<file path="src/rtl/sh_mem_pkg.sv">
// Shared types for the single-port RAM arbiter: arbiter states, port ids
// and the request bundle layout.
package sh_mem_pkg;

  localparam int ADDR_W = 8;
  localparam int DATA_W = 32;

  typedef enum logic [1:0] {
    IDLE   = 2'd0,
    LOCK_A = 2'd1,
    LOCK_B = 2'd2
  } arb_state_e;

  typedef enum logic {
    PORT_A = 1'b0,
    PORT_B = 1'b1
  } port_id_e;

  typedef struct packed {
    logic              we;
    logic              lock;
    logic [ADDR_W-1:0] addr;
    logic [DATA_W-1:0] wdata;
  } mem_req_t;

endpackage

</file>
<file path="src/rtl/spram_port_arbiter.sv">
// Two-port arbiter in front of one single-port RAM (A = fetch, B = data).
// One grant per cycle, locked sequences for atomic read-modify-write, and a
// lock timer that force-releases a stuck lock.
// Optional feature macro: SPRAM_ARB_ROUND_ROBIN_EN (round-robin on contention;
// otherwise B has fixed priority).
module spram_port_arbiter
  import sh_mem_pkg::*;
#(
  parameter int ADDR_WIDTH      = 8,
  parameter int DATA_WIDTH      = 32,
  parameter int MAX_LOCK_CYCLES = 16
) (
  input  logic                  clk,
  input  logic                  rst_n,
  input  logic                  a_req_valid,
  output logic                  a_req_ready,
  input  logic                  a_req_we,
  input  logic                  a_req_lock,
  input  logic [ADDR_WIDTH-1:0] a_req_addr,
  input  logic [DATA_WIDTH-1:0] a_req_wdata,
  output logic                  a_rsp_valid,
  output logic [DATA_WIDTH-1:0] a_rsp_rdata,
  input  logic                  b_req_valid,
  output logic                  b_req_ready,
  input  logic                  b_req_we,
  input  logic                  b_req_lock,
  input  logic [ADDR_WIDTH-1:0] b_req_addr,
  input  logic [DATA_WIDTH-1:0] b_req_wdata,
  output logic                  b_rsp_valid,
  output logic [DATA_WIDTH-1:0] b_rsp_rdata,
  output logic                  mem_en,
  output logic                  mem_we,
  output logic [ADDR_WIDTH-1:0] mem_addr,
  output logic [DATA_WIDTH-1:0] mem_wdata,
  input  logic [DATA_WIDTH-1:0] mem_rdata,
  output logic                  lock_err
);

  localparam int CNT_W = (MAX_LOCK_CYCLES > 2) ? $clog2(MAX_LOCK_CYCLES) : 1;
  localparam logic [CNT_W-1:0] CNT_LAST = CNT_W'(MAX_LOCK_CYCLES - 1);

  arb_state_e       state;
  port_id_e         last_grant;
  logic [CNT_W-1:0] lock_cnt;
  logic             own_lock;
  logic             lock_expire;

  // Ready is only raised toward a valid requester, so ready == handshake.
  // Grant pick: the lock owner exclusively, otherwise arbitrate on contention.
  always_comb begin
    a_req_ready = 1'b0;
    b_req_ready = 1'b0;
    unique case (state)
      LOCK_A: a_req_ready = a_req_valid;
      LOCK_B: b_req_ready = b_req_valid;
      default: begin
        if (a_req_valid && b_req_valid) begin
`ifdef SPRAM_ARB_ROUND_ROBIN_EN
          if (last_grant == PORT_B) a_req_ready = 1'b1;
          else                      b_req_ready = 1'b1;
`else
          b_req_ready = 1'b1;
`endif
        end else begin
          a_req_ready = a_req_valid;
          b_req_ready = b_req_valid;
        end
      end
    endcase
  end

  // RAM bus mux: granted port's fields, all-zero when idle.
  always_comb begin
    mem_en    = a_req_ready | b_req_ready;
    mem_we    = 1'b0;
    mem_addr  = '0;
    mem_wdata = '0;
    if (a_req_ready) begin
      mem_we    = a_req_we;
      mem_addr  = a_req_addr;
      mem_wdata = a_req_wdata;
    end else if (b_req_ready) begin
      mem_we    = b_req_we;
      mem_addr  = b_req_addr;
      mem_wdata = b_req_wdata;
    end
  end

  assign own_lock    = (state == LOCK_A) ? a_req_lock : b_req_lock;
  assign lock_expire = (lock_cnt == CNT_LAST);

  // Lock FSM, lock timer and last-grant tracking.
  always_ff @(posedge clk or negedge rst_n) begin
    if (!rst_n) begin
      state      <= IDLE;
      last_grant <= PORT_B;
      lock_cnt   <= '0;
      lock_err   <= 1'b0;
    end else begin
      lock_err <= 1'b0;
      if (a_req_ready)      last_grant <= PORT_A;
      else if (b_req_ready) last_grant <= PORT_B;
      unique case (state)
        LOCK_A, LOCK_B: begin
          // Only the owner can handshake here; a lock=0 access ends the
          // sequence, otherwise the timer may force the release.
          if ((a_req_ready || b_req_ready) && !own_lock) begin
            state <= IDLE;
          end else if (lock_expire) begin
            state    <= IDLE;
            lock_err <= 1'b1;
          end else begin
            lock_cnt <= lock_cnt + 1'b1;
          end
        end
        default: begin
          if (a_req_ready && a_req_lock) begin
            state    <= LOCK_A;
            lock_cnt <= '0;
          end else if (b_req_ready && b_req_lock) begin
            state    <= LOCK_B;
            lock_cnt <= '0;
          end
        end
      endcase
    end
  end

  // Response registers: pulse one cycle after the handshake, data = RAM
  // contents seen during the handshake (old data for writes), held otherwise.
  always_ff @(posedge clk or negedge rst_n) begin
    if (!rst_n) begin
      a_rsp_valid <= 1'b0;
      b_rsp_valid <= 1'b0;
      a_rsp_rdata <= '0;
      b_rsp_rdata <= '0;
    end else begin
      a_rsp_valid <= a_req_ready;
      b_rsp_valid <= b_req_ready;
      if (a_req_ready) a_rsp_rdata <= mem_rdata;
      if (b_req_ready) b_rsp_rdata <= mem_rdata;
    end
  end

endmodule
</file>
<file path="config.mk">
export PLATFORM = sky130hd
export DESIGN_NAME = spram_port_arbiter
export DESIGN_NICKNAME = d
export VERILOG_FILES = /design/src/rtl/sh_mem_pkg.sv /design/src/rtl/spram_port_arbiter.sv
export SDC_FILE = /design/constraint.sdc
export NUM_CORES = 1
export LEC_CHECK = 0
export ABC_AREA = 1
export CORE_ASPECT_RATIO = 1.25
export CORE_MARGIN = 2
export CORE_UTILIZATION = 39
export DETAILED_ROUTE_END_ITERATION = 6
export GPL_TIMING_DRIVEN = 0
export PLACE_DENSITY = 0.95
export SLEW_MARGIN = 0
export SYNTH_ARGS = -nofsm -noshare
export SYNTH_HDL_FRONTEND = slang
export SYNTH_SLANG_ARGS = --single-unit
</file>
<file path="constraint.sdc">
create_clock -name clk -period 6.15 [get_ports clk]
set_clock_uncertainty 0.2 [all_clocks]
set_input_delay 1.23 -clock clk [delete_from_list [all_inputs] [get_ports clk]]
set_output_delay 1.23 -clock clk [all_outputs]
set_load 0.05 [all_outputs]
</file>
==> flow_metrics.env <==
export IMPL_status="finished, final reports clean"
export IMPL_required_ns=4.72
export IMPL_p_per_area_nw_per_um2=671
export IMPL_dpl_worst_slack_ns=0.812
export IMPL_ioPinCount=231
export IMPL_grt_max_degree=74
export IMPL_wire_per_inst_um=16.5
export IMPL_drt_pre_antenna_iters=7
export IMPL_n_fill_cell=624
export IMPL_cts_sinks=73
export IMPL_dp_cells=816
export IMPL_cts_tree="yes"
export IMPL_drcViolationCount=0
export IMPL_io_buffers=230
export IMPL_ys_seq_area_frac=0.528
export IMPL_cts_root_buf="clkbuf_8"
export IMPL_final_setup_viol_count=0
export IMPL_cap_violations=0
export IMPL_hold_class="flop to flop"
export IMPL_antenna_cells=0
export IMPL_drt_wl_total_mm=13.7
export IMPL_p_leak_nw=2.86
export IMPL_layout_common_cells="nand2_1 (297), clkdlybuf4s50_1 (229), dfrtp_1 (73), o21ai_0 (42), clkbuf_1 (12)"
export IMPL_die_area_um2=9650
export IMPL_die_w_um=88.3
export IMPL_hold_violations=0
export IMPL_core_um2=8650
export IMPL_antenna_found_initial=1
export IMPL_arrival_ns=3.94
export IMPL_ys_ff_latch=73
export IMPL_gr_usage_all_layers=0.278
export IMPL_die_y_um=109
export IMPL_via_count=4114
export IMPL_fin_nets=830
export IMPL_cts_resized_gates=0
export IMPL_irDropWorstVdd_mv=0.335
export IMPL_rows=38
export IMPL_globalplace_congestion=0.828
export IMPL_fin_crit_sh=0.873
export IMPL_drtIter0Drc=315
export IMPL_via_per_inst=4.94
export IMPL_rsz0062_at_grt="false"
export IMPL_areaGrowthSynthToFinish_pct=75.8
export IMPL_clockBufferDepth=2
export IMPL_overflow=0
export IMPL_h_tree_depth=3
export IMPL_initial_utilization=0.400
export IMPL_stdcell_count=832
export IMPL_period_needed_ns=5.37
export IMPL_relSlewSlack=0.379
export IMPL_tightest_slew_ns=0.932
export IMPL_total_power_mw=4.08
export IMPL_synth_cell_area_um2=3460
export IMPL_drive_gt1_frac=0.0492
export IMPL_max_freq_ghz=0.186
export IMPL_setup_worst_path_start_class="primary input"
export IMPL_layout_commonest_cell="nand2_1"
export IMPL_grt_first_pass_wirelength_mm=19.8
export IMPL_synth_net_count=589
export IMPL_critPathMaxFanout=10
export IMPL_netlist_cell_type_count=18
export IMPL_hold_ws_ns=0.276
export IMPL_layout_setup_ws_ns=0.780
export IMPL_setup_worst_path_class="primary input to output pin"
export IMPL_end_kind="output pin"
export IMPL_dp_hpwl_mm=11.0
export IMPL_ff_latch_area_um2=1830
export IMPL_syn_avg_cell_area_um2=7.43
export IMPL_slew_viol_final=0
export IMPL_syn_inst=466
export IMPL_cts_buffers=9
export IMPL_clkTransAtPathRegs_ns=0.07
export IMPL_clock_latency_ns=0.35
export IMPL_setup_tns_ns=0
export IMPL_ant_nets=0
export IMPL_cts_setup_buffers=0
export IMPL_first_global_vias=3915
export IMPL_multi_input_area_um2=1460
export IMPL_hold_buffers=0
export IMPL_yosysWarnings=0
## state kept, by name (all words and copies together), names as in the netlist
register     count
a_rsp_rdata     32
b_rsp_rdata     32
lock_cnt         4
state            2
a_rsp_valid      1
b_rsp_valid      1
lock_err         1
## logic make-up after synthesis
kind of cell,synth area share
compound gates,0.0712
xor+xnor,0.00506
fa+ha+maj,0.0108
buf+inv,0.0492
flops,0.528
simple gates,0.336
## worst paths after layout
kind	start	to	cells after the start	slack (ns)
setup / recovery	b_req_valid	mem_wdata[6]	8	0.78
hold / removal	a_rsp_rdata[16]	a_rsp_rdata[16]	2	0.28
setup reg to reg	state[0]	a_rsp_rdata[2]	10	3.77
hold reg to reg	a_rsp_rdata[16]	a_rsp_rdata[16]	2	0.28
max in group asynchronous	rst_n	a_rsp_rdata[0]	1	4.33
min in group asynchronous	rst_n	b_rsp_rdata[17]	1	0.80
## where the power goes
part           leakage (nW)  total [mW]  internal [mW]  switching (mW)
clock network        0.0891       0.339          0.156           0.183
logic                  1.87        2.90          0.872            2.03
registers             0.908       0.843          0.706           0.137
## layout make-up
type	count	share of cell area
Buffer	26	0.0218
Clock buffer	11	0.0232
Clock inverter	5	0.00514
Inverter	10	0.00617
Multi-Input combinational cell	357	0.241
Sequential cell	73	0.300
Tap cell	120	0.0247
Timing Repair Buffer	230	0.378
## worst max-delay path: stages
cell and delay [ns]:
clkdlybuf4s50_1 0.56, o21ai_2 0.16, inv_1 0.14, buf_2 0.26
buf_2 0.31, nand2_1 0.08, o21ai_0 0.26, clkdlybuf4s50_1 0.93
## through the flow
stage | utilization | cell area (µm²)
after detailed placement | 0.683 | 5910
after floorplan | - | 3460
after CTS | 0.703 | 6080
after global routing | 0.703 | 6080
final | 0.703 | 6080
after global placement | 0.683 | 5910
## Yosys cell counts (all sizes together)
library cell / count / area (µm²)
inv: 10 / 37.5
o21ai: 43 / 219
xnor2: 1 / 8.76
ha: 3 / 37.5
a21oi: 2 / 21.3
xor2: 1 / 8.76
nand3: 7 / 35.0
nand2: 297 / 1110
clkbuf: 11 / 41.3
a31oi: 1 / 6.26
dfrtp: 73 / 1830
nand4: 2 / 12.5
buf: 15 / 91.3
## metal layers
metal,GRT usage,up-vias,share of wire
met5,0,-,0.00080
met3,0.0938,25,0.13
li1,-,1920,-
met2,0.465,280,0.49
met1,0.326,1887,0.36
met4,0.111,2,0.023
(Power assumes the default switching activity.)
